<file path="config.mk">
export PLATFORM = sky130hd
export DESIGN_NAME = drone_flight_sequencer
export DESIGN_NICKNAME = d
export VERILOG_FILES = /design/src/rtl/drone_flight_sequencer.sv
export SDC_FILE = /design/constraint.sdc
export NUM_CORES = 1
export LEC_CHECK = 0
export CAP_MARGIN = 30
export CORE_ASPECT_RATIO = 1.4
export CORE_MARGIN = 5
export CORE_UTILIZATION = 45
export DETAILED_ROUTE_END_ITERATION = 16
export GPL_TIMING_DRIVEN = 0
export HOLD_SLACK_MARGIN = 0.06
export PLACE_DENSITY = 0.76
export SYNTH_ARGS = -nofsm -noshare
export SYNTH_HDL_FRONTEND = slang
export SYNTH_SLANG_ARGS = --single-unit
</file>
<file path="constraint.sdc">
create_clock -name clk -period 3.1 [get_ports clk]
set_clock_uncertainty 0.15 [all_clocks]
set_input_delay 0.62 -clock clk [delete_from_list [all_inputs] [get_ports clk]]
set_output_delay 0.62 -clock clk [all_outputs]
set_load 0.02 [all_outputs]
</file>
<file path="src/rtl/drone_flight_sequencer.sv">
// Drone flight sequencer: arms, spins up, flies, descends and latches faults.
// Motor duty and state are registered; status flags decode from the registered state.
module drone_flight_sequencer #(
  parameter int ARM_TICKS  = 4,
  parameter int STEP       = 16,
  parameter int MIN_DUTY   = 32,
  parameter int HOVER_DUTY = 128,
  parameter int MAX_DUTY   = 240
) (
  input  logic       clk,
  input  logic       reset,
  input  logic       tick,
  input  logic       gyrocheck,
  input  logic       reciverenable,
  input  logic       land_req,
  input  logic       fault_clr,
  input  logic [7:0] throttle_cmd,
  output logic [7:0] motor_duty,
  output logic [2:0] state,
  output logic       armed,
  output logic       takeoff,
  output logic       landing,
  output logic       fault
);

  typedef enum logic [2:0] {
    S_IDLE    = 3'd0,
    S_ARMING  = 3'd1,
    S_SPINUP  = 3'd2,
    S_FLIGHT  = 3'd3,
    S_DESCEND = 3'd4,
    S_FAULT   = 3'd5
  } state_e;

  localparam int CW = $clog2(ARM_TICKS + 1);
  localparam logic [CW-1:0] ARM_LAST = CW'(ARM_TICKS - 1);
  localparam logic [7:0] MIN_D   = 8'(MIN_DUTY);
  localparam logic [7:0] MAX_D   = 8'(MAX_DUTY);
  localparam logic [7:0] HOVER_D = 8'(HOVER_DUTY);
  localparam logic [8:0] HOVER_9 = 9'(HOVER_DUTY);
  localparam logic [8:0] STEP_9  = 9'(STEP);

  state_e        state_q, state_d;
  logic [7:0]    duty_q, duty_d;
  logic [CW-1:0] cnt_q, cnt_d;
  logic [8:0]    up_sum_s;
  logic [8:0]    down_diff_s;
  logic [7:0]    thr_clamp_s;
  logic          abort_s;

  // Ramp arithmetic is 9-bit so a step can never wrap the 8-bit duty.
  assign up_sum_s    = {1'b0, duty_q} + STEP_9;
  assign down_diff_s = {1'b0, duty_q} - STEP_9;
  assign abort_s     = !reciverenable || land_req;

  // Pilot throttle limited to the flight window.
  always_comb begin
    thr_clamp_s = throttle_cmd;
    if (throttle_cmd < MIN_D) begin
      thr_clamp_s = MIN_D;
    end else if (throttle_cmd > MAX_D) begin
      thr_clamp_s = MAX_D;
    end else begin
      thr_clamp_s = throttle_cmd;
    end
  end

  // Next state, duty and arm count; safety transitions pre-empt any ramp step.
  always_comb begin
    state_d = state_q;
    duty_d  = duty_q;
    cnt_d   = cnt_q;
    case (state_q)
      S_IDLE: begin
        duty_d = 8'd0;
        cnt_d  = '0;
        if (reciverenable && gyrocheck) begin
          state_d = S_ARMING;
        end else begin
          state_d = S_IDLE;
        end
      end
      S_ARMING: begin
        duty_d = 8'd0;
        if (!gyrocheck) begin
          state_d = S_FAULT;
          cnt_d   = '0;
        end else if (abort_s) begin
          state_d = S_IDLE;
          cnt_d   = '0;
        end else if (tick) begin
          if (cnt_q == ARM_LAST) begin
            state_d = S_SPINUP;
            duty_d  = MIN_D;
            cnt_d   = '0;
          end else begin
            cnt_d = cnt_q + CW'(1);
          end
        end else begin
          cnt_d = cnt_q;
        end
      end
      S_SPINUP: begin
        if (!gyrocheck) begin
          state_d = S_FAULT;
          duty_d  = 8'd0;
        end else if (abort_s) begin
          state_d = S_DESCEND;
        end else if (duty_q == HOVER_D) begin
          state_d = S_FLIGHT;
        end else if (tick) begin
          duty_d = (up_sum_s >= HOVER_9) ? HOVER_D : up_sum_s[7:0];
        end else begin
          duty_d = duty_q;
        end
      end
      S_FLIGHT: begin
        if (!gyrocheck) begin
          state_d = S_FAULT;
          duty_d  = 8'd0;
        end else if (abort_s) begin
          state_d = S_DESCEND;
        end else begin
          duty_d = thr_clamp_s;
        end
      end
      S_DESCEND: begin
        // Regaining the link or dropping land_req does not cancel a descent.
        if (!gyrocheck) begin
          state_d = S_FAULT;
          duty_d  = 8'd0;
        end else if (duty_q == 8'd0) begin
          state_d = S_IDLE;
        end else if (tick) begin
          duty_d = down_diff_s[8] ? 8'd0 : down_diff_s[7:0];
        end else begin
          duty_d = duty_q;
        end
      end
      S_FAULT: begin
        duty_d = 8'd0;
        cnt_d  = '0;
        if (fault_clr && !reciverenable) begin
          state_d = S_IDLE;
        end else begin
          state_d = S_FAULT;
        end
      end
      default: begin
        state_d = S_FAULT;
        duty_d  = 8'd0;
        cnt_d   = '0;
      end
    endcase
  end

  // State, duty and arm count registers.
  always_ff @(posedge clk or negedge reset) begin
    if (!reset) begin
      state_q <= S_IDLE;
      duty_q  <= 8'd0;
      cnt_q   <= '0;
    end else begin
      state_q <= state_d;
      duty_q  <= duty_d;
      cnt_q   <= cnt_d;
    end
  end

  assign motor_duty = duty_q;
  assign state      = state_q;
  assign armed      = (state_q == S_ARMING) || (state_q == S_SPINUP) ||
                      (state_q == S_FLIGHT) || (state_q == S_DESCEND);
  assign takeoff    = (state_q == S_SPINUP) || (state_q == S_FLIGHT);
  assign landing    = (state_q == S_IDLE) || (state_q == S_DESCEND);
  assign fault      = (state_q == S_FAULT);

endmodule

</file>
==> results of run 1 <==
[routing by layer]
metal | part of all wire | vias to the layer above
met5 | 0 | -
met4 | 0.019 | 0
met3 | 0.063 | 4
met2 | 0.51 | 44
met1 | 0.41 | 549
li1 | - | 549
[logic make-up (layout without fill, tap and decap cells)]
family,after synthesis,after routing,synth area share
AOI/OAI and AO/OA,37,37,0.234
xor gates and xnor gates,2,2,0.0157
adders and majority gates,4,4,0.0448
buffers and inverters,17,50,0.0583
DFF,14,14,0.314
muxes,7,7,0.0628
and+or+nand+nor,52,52,0.270
[metrics by stage]
| stage | instances | util |
|---|---|---|
| floorplan | 133 | - |
| finish | 200 | 0.625 |
| global placement | 196 | 0.606 |
| detailed placement | 196 | 0.606 |
| CTS | 200 | 0.621 |
| global route | 200 | 0.625 |
[placed cells by master, fill, tap and decap left out, drive strengths merged, types with 2 or more instances in the layout]
master | Yosys | layout
a21oi | 5 | 5
clkdlybuf4s50 | 0 | 29
nand2b | 4 | 4
buf | 2 | 2
and2 | 4 | 4
o21ai | 10 | 10
nor4 | 3 | 3
mux2i | 7 | 7
a211oi | 2 | 2
a221oi | 2 | 2
a31oi | 3 | 3
o31ai | 2 | 2
ha | 4 | 4
nor4bb | 2 | 2
clkbuf | 3 | 7
xor2 | 2 | 2
nand3 | 4 | 4
nor2b | 5 | 5
o21a | 3 | 3
nor2 | 8 | 8
nand4 | 2 | 2
a2bb2oi | 2 | 2
nand2 | 12 | 12
dfrtp | 14 | 14
inv | 12 | 12
[power groups by stage]
stage          Combinational (uW)  Clock (uW)  Sequential (uW)
6_report                      687         133              251
5_1_grt                       744         148              256
4_1_cts                       670         141              251
3_5_place_dp                  665           0              255
3_3_place_gp                  652           0              251
2_1_floorplan                 409           0              277
[cell type report]
type / count / area (um^2)
Buffer: 5 / 20.0
Timing Repair Buffer: 29 / 290
Sequential cell: 14 / 350
Tap cell: 34 / 42.5
Inverter: 12 / 45.0
Multi-Input combinational cell: 102 / 711
Clock buffer: 4 / 36.3
Fill cell: 214 / 896
[tightest hold or removal path, delay by kind of cell (launching register included)]
| family | cells | cell delay, ns |
|---|---|---|
| flops | 1 | 0.35 |
| compound gates | 1 | 0.06 |
| simple gates | 1 | 0.04 |
[worst paths after layout]
| path | start | endpoint |
|---|---|---|
| max in group asynchronous | reset | cnt_q[1] |
| min | cnt_q[1] | cnt_q[1] |
| min in group asynchronous | reset | motor_duty[1] |
| max reg2reg | motor_duty[6] | motor_duty[6] |
| max | state[0] | armed |
| min reg2reg | cnt_q[1] | cnt_q[1] |
[repair_timing]
action,CTS,global route
buffers inserted,0,0
resized for setup,0,2
hold buffers,0,0
setup endpoints to repair,0,1
[sequential cells by signal, indices dropped and copies added, names as in the netlist]
| signal | flops |
|---|---|
| state | 3 |
| motor_duty | 8 |
| cnt_q | 3 |
==> out/summary.txt, run 1 <==
Status -> completed
Final setup margin -> 0.173 ns
Synth Instances -> 133
Sw Ratio -> 0.458
Crit Path Category -> reg2out
Hold depth -> 2
CTS Sinks -> 14
Critical Path Source Type -> flop
Final Instance Area -> 1500 um^2
Die height -> 68.9 um
Overall routing resource usage -> 0.200
Vias/cell -> 5.73
I/O Pins -> 30
Crit path cell chain -> clkbuf_1, nor2_2, xor2_2, inv_1, clkdlybuf4s50_1
Met3 usage -> 0.0366
Delay-heaviest family, CP -> buffers and inverters
PD cells -> 717 nW/um^2
Seq cells post-synth -> 14
Worst Setup End Kind -> primary output
Slowest-stage cell, CP -> clkdlybuf4s50_1
Post-synthesis average cell area -> 8.39 um^2
Pin count of the biggest net entering global routing -> 15
Crit path DAT -> 2.16 ns
Final Cycle Share -> 0.944
Yosys warning total -> 0
Min Tclk post-route -> 2.93 ns
Post-synth top cells -> dfrtp_1, inv_1, nand2_1
Die ar. -> 3590 um^2
DRT Pass-1 Iters -> 4
Max-slew headroom -> 0.572
Comb power frac -> 0.641
Vias in the first global route -> 1228
GRT overflow -> 0
Global-route wire length before repair -> 5.27 mm
Async SR Flop Fraction -> 1.00
Cell variety after synth -> 42
Vias post-DR -> 1146
Worst VDD drop -> 0.361 mV
Detailed placement HPWL -> 2.45 mm
N_diodes -> 0
Crit. path cell count -> 5
Clock Path Buffers -> 2
Setup Viol. Count Final -> 0
CTS tree -> yes
Worst Reg-to-Reg Cells -> 5
Busiest grt layer -> met2
R2R Setup Slk -> 0.70 ns
Core area -> 2390 um^2
Met2 Usage GRT -> 0.347
Initial drt markers -> 53
Most area-consuming cells after synthesis -> dfrtp_1, mux2i_1, ha_1
Drt drc -> 0
FMAX -> 342 MHz
Hold WS -> 0.346 ns
Synthesis-to-finish area growth -> 34.0%
Clock Power Share -> 0.124
Lkg Pwr -> 0.000644 uW
IO Port Bufs -> 29
Initial Util -> 0.467
Worst Max-Slew Pin Slew -> 0.640 ns
Hold Vio Cnt, Final -> 0
Psw -> 491 uW
Max-cap violations -> 0
Clk_lat worst skew -> 0.29 ns
Routability congestion estimate -> 0.968
Post-synth top area share -> 0.314
Buf/Inv on CP -> 3
Final max-slew violation count -> 0
DP Area -> 1450 um^2
Worst-path fanout max -> 10
Initial antenna violation count -> 0
Top FF cell, synth -> dfrtp_1
Layout cells sized above 1 -> 0.0723
CTS buffer count -> 3
GRT met1 Usage -> 0.220
Syn Std Cell Area -> 1120 um^2
Most frequent cell after synthesis -> dfrtp_1
Seq pwr share -> 0.235
Hold Crit Class -> reg2reg
Number of synthesized flops with an enable pin -> 0
Seq/Total Area, Yosys -> 0.314
Nets -> 186
# H-tree levels -> 1
Syn nets -> 152
Max incr delay on CP -> 0.55 ns
RSZ-0062 raised after global routing -> false
Synth area leader -> dfrtp_1
CTS root buffer -> clkbuf_4
WL/cell -> 15.4 um
Antenna-violating nets left -> 0
Setup TNS -> 0 ns
Placement Setup Slack -> 0.363 ns
P_int -> 580 uW
Data required time of the critical path -> 2.33 ns
Cell row count -> 21
Post-Route WL -> 3.07 mm
Die X -> 52.1 um
Pwr Total -> 1070 uW
Worst-path clk slew -> 0.08 ns
Power figures use the tool's default switching activity.
==> run 2, diff against run 1 <==
--- a/config.mk
+++ b/config.mk
@@ -5,7 +5,7 @@
 export SDC_FILE = /design/constraint.sdc
 export NUM_CORES = 1
 export LEC_CHECK = 0
-export CAP_MARGIN = 30
+export CAP_MARGIN = 20
 export CORE_ASPECT_RATIO = 1.4
 export CORE_MARGIN = 5
 export CORE_UTILIZATION = 45
==> results of run 2 <==
Same layout as run 1: the final DEF is identical, and so are final timing and power.
==> run 3, diff against run 2 <==
--- a/config.mk
+++ b/config.mk
@@ -7,7 +7,6 @@
 export LEC_CHECK = 0
 export CAP_MARGIN = 20
 export CORE_ASPECT_RATIO = 1.4
-export CORE_MARGIN = 5
 export CORE_UTILIZATION = 45
 export DETAILED_ROUTE_END_ITERATION = 16
 export GPL_TIMING_DRIVEN = 0
==> run 3 against run 2 <==
Worst hold slack better by 0.0053 ns; sequential power hardly changed; power is 1.3% lower; global-route usage is 2.8 points higher; count of clock-buffer cells in the layout stayed put; non-clock buffer count stayed put; cell area is 1.4% lower; clock power hardly changed; die area is 25% lower; setup slack worse by 0.054 ns; critical path type unchanged; critical endpoint unchanged; largest cell class unchanged; highest routed layer unchanged.
==> out/summary.txt, run 3 (same netlist as run 1, synthesis figures left out) <==
Status -> completed (unchanged)
PD cells -> 717 nW/um^2 (about the same)
Commonest non-fill, non-tap cell in the layout -> clkdlybuf4s50_1 (unchanged)
Drt drc -> 0 (unchanged)
Clk_lat worst skew -> 0.28 ns (was 0.29 ns)
Cell row count -> 21 (unchanged)
Commonest non-fill, non-tap cells in the layout -> clkdlybuf4s50_1, dfrtp_1, inv_1, nand2_1, o21ai_0 (unchanged)
RSZ-0062 raised after global routing -> false (unchanged)
IO Port Bufs -> 29 (unchanged)
Busiest grt layer -> met2 (unchanged)
Met2 Usage GRT -> 0.380 (was 0.347)
Synthesis-to-finish area growth -> 32.1% (was 34.0%)
CTS root buffer -> clkbuf_4 (unchanged)
N_diodes -> 0 (unchanged)
DRT Pass-1 Iters -> 6 (was 4)
CTS Sinks -> 14 (unchanged)
Core area -> 2360 um^2 (was 2390 um^2)
Critical Path Source Type -> flop (unchanged)
Seq pwr share -> 0.236 (was 0.235)
Slowest-stage cell, CP -> clkdlybuf4s50_1 (unchanged)
GRT met1 Usage -> 0.280 (was 0.220)
Sw Ratio -> 0.455 (was 0.458)
Final Cycle Share -> 0.962 (was 0.944)
Worst VDD drop -> 0.313 mV (was 0.361 mV)
Max reg flops -> 8 (unchanged)
Min Tclk post-route -> 2.98 ns (was 2.93 ns)
Die height -> 60.9 um (was 68.9 um)
Data required time of the critical path -> 2.33 ns (about the same)
WL/cell -> 15.1 um (was 15.4 um)
Routability congestion estimate -> 0.853 (was 0.968)
CTS tree -> yes (unchanged)
Initial antenna violation count -> 0 (unchanged)
Initial drt markers -> 36 (was 53)
CTS buffer count -> 3 (unchanged)
Post-Route WL -> 2.86 mm (was 3.07 mm)
Fill count -> 216 (was 214)
Initial Util -> 0.472 (was 0.467)
Worst Max-Slew Pin Slew -> 0.638 ns (was 0.640 ns)
Vias in the first global route -> 1088 (was 1228)
Hold Crit Class -> reg2reg (unchanged)
Die ar. -> 2690 um^2 (was 3590 um^2)
Worst-path clk slew -> 0.09 ns (was 0.08 ns)
Max-slew headroom -> 0.573 (was 0.572)
Psw -> 481 uW (was 491 uW)
GRT overflow -> 0 (unchanged)
I/O Pins -> 30 (unchanged)
Crit Path Category -> reg2out (unchanged)
Hold WS -> 0.351 ns (was 0.346 ns)
Clock Power Share -> 0.129 (was 0.124)
Final max-slew violation count -> 0 (unchanged)
Setup Viol. Count Final -> 0 (unchanged)
Overall routing resource usage -> 0.228 (was 0.200)
Final setup margin -> 0.118 ns (was 0.173 ns)
Placement Setup Slack -> 0.313 ns (was 0.363 ns)
Detailed placement HPWL -> 2.29 mm (was 2.45 mm)
Worst Setup End Kind -> primary output (unchanged)
Worst-path fanout max -> 10 (unchanged)
Setup TNS -> 0 ns (unchanged)
Crit path cell chain -> clkbuf_1, nor2_2, xor2_1, inv_1, clkdlybuf4s50_1 (was clkbuf_1, nor2_2, xor2_2, inv_1, clkdlybuf4s50_1)
Met3 usage -> 0.0208 (was 0.0366)
Placed cell count -> 185 (was 196)
Setup bufs post-CTS -> 0 (unchanged)
# H-tree levels -> 1 (unchanged)
Nets -> 186 (unchanged)
Lkg Pwr -> 0.000643 uW (was 0.000644 uW)
Vias/cell -> 6.21 (was 5.73)
Fin cells -> 189 (was 200)
Delay-heaviest family, CP -> buffers and inverters (unchanged)
Comb power frac -> 0.635 (was 0.641)
Pin count of the biggest net entering global routing -> 15 (unchanged)
Max-cap violations -> 0 (unchanged)
Max incr delay on CP -> 0.55 ns (about the same)
Antenna-violating nets left -> 0 (unchanged)
Global-route wire length before repair -> 4.64 mm (was 5.27 mm)
Clock Path Buffers -> 2 (unchanged)
Vias post-DR -> 1173 (was 1146)
Buf/Inv on CP -> 3 (unchanged)
Die X -> 44.1 um (was 52.1 um)
Crit path DAT -> 2.21 ns (was 2.16 ns)
Layout cells sized above 1 -> 0.0663 (was 0.0723)
P_int -> 576 uW (was 580 uW)
FMAX -> 335 MHz (was 342 MHz)
Hold Vio Cnt, Final -> 0 (unchanged)
run 3: changes by cell type in the layout (fill, tap and decap cells not counted):
cell    change
xor2_1      +1
xor2_2      -1
run 3: worst register-to-register path: stages, from the launching register on:
cell	delay, ns
dfrtp_1	0.47
or4_4	0.58
or4b_4	0.54
o21ai_4	0.23
and2_1	0.22
o32ai_1	0.11
run 3: power by group through the flow:
| stage | logic (uW) | registers (uW) | clock network, uW |
|---|---|---|---|
| 6_report | 671 | 250 | 136 |
| 5_1_grt | 723 | 254 | 144 |
| 4_1_cts | 663 | 250 | 135 |
| 3_5_place_dp | 660 | 253 | 0 |
| 3_3_place_gp | 650 | 251 | 0 |
| 2_1_floorplan | 409 | 277 | 0 |
run 3: cell type report:
class / count / area (um^2) / area share
Inverter: 12 / 45.0 / 0.0306
Tap cell: 23 / 28.8 / 0.0195
Clock buffer: 4 / 36.3 / 0.0246
Timing Repair Buffer: 29 / 290 / 0.197
Multi-Input combinational cell: 102 / 703 / 0.477
Sequential cell: 14 / 350 / 0.238
Buffer: 5 / 20.0 / 0.0136
run 3: metal layers:
layer	wire, um	vias to the layer above
li1	-	554
met1	1240	547
met2	1350	56
met3	153	16
met4	119	0
met5	0	-
run 3: worst paths after layout:
kind	cells after the start	to	slack (ns)	startpoint
worst max-delay path	5	armed	0.12	state[0]
worst min-delay path	1	cnt_q[2]	0.35	cnt_q[2]
worst max register to register	5	motor_duty[6]	0.69	motor_duty[6]
worst min register to register	1	cnt_q[2]	0.35	cnt_q[2]
max in group asynchronous	1	state[1]	1.81	reset
min in group asynchronous	1	motor_duty[4]	0.57	reset
run 3: repair_timing:
action	in CTS	in global routing
hold buffers	0	0
hold endpoints to repair	0	0
setup endpoints to repair	0	1
resized for setup	0	1
run 3: metrics by stage:
stage	instance area (um^2)	total power (uW)	util
6_report	1470	1060	0.623
5_1_grt	1470	1120	0.623
4_1_cts	1470	1050	0.622
3_5_place_dp	1440	913	0.607
3_3_place_gp	1440	901	0.607
2_1_floorplan	1120	686	-
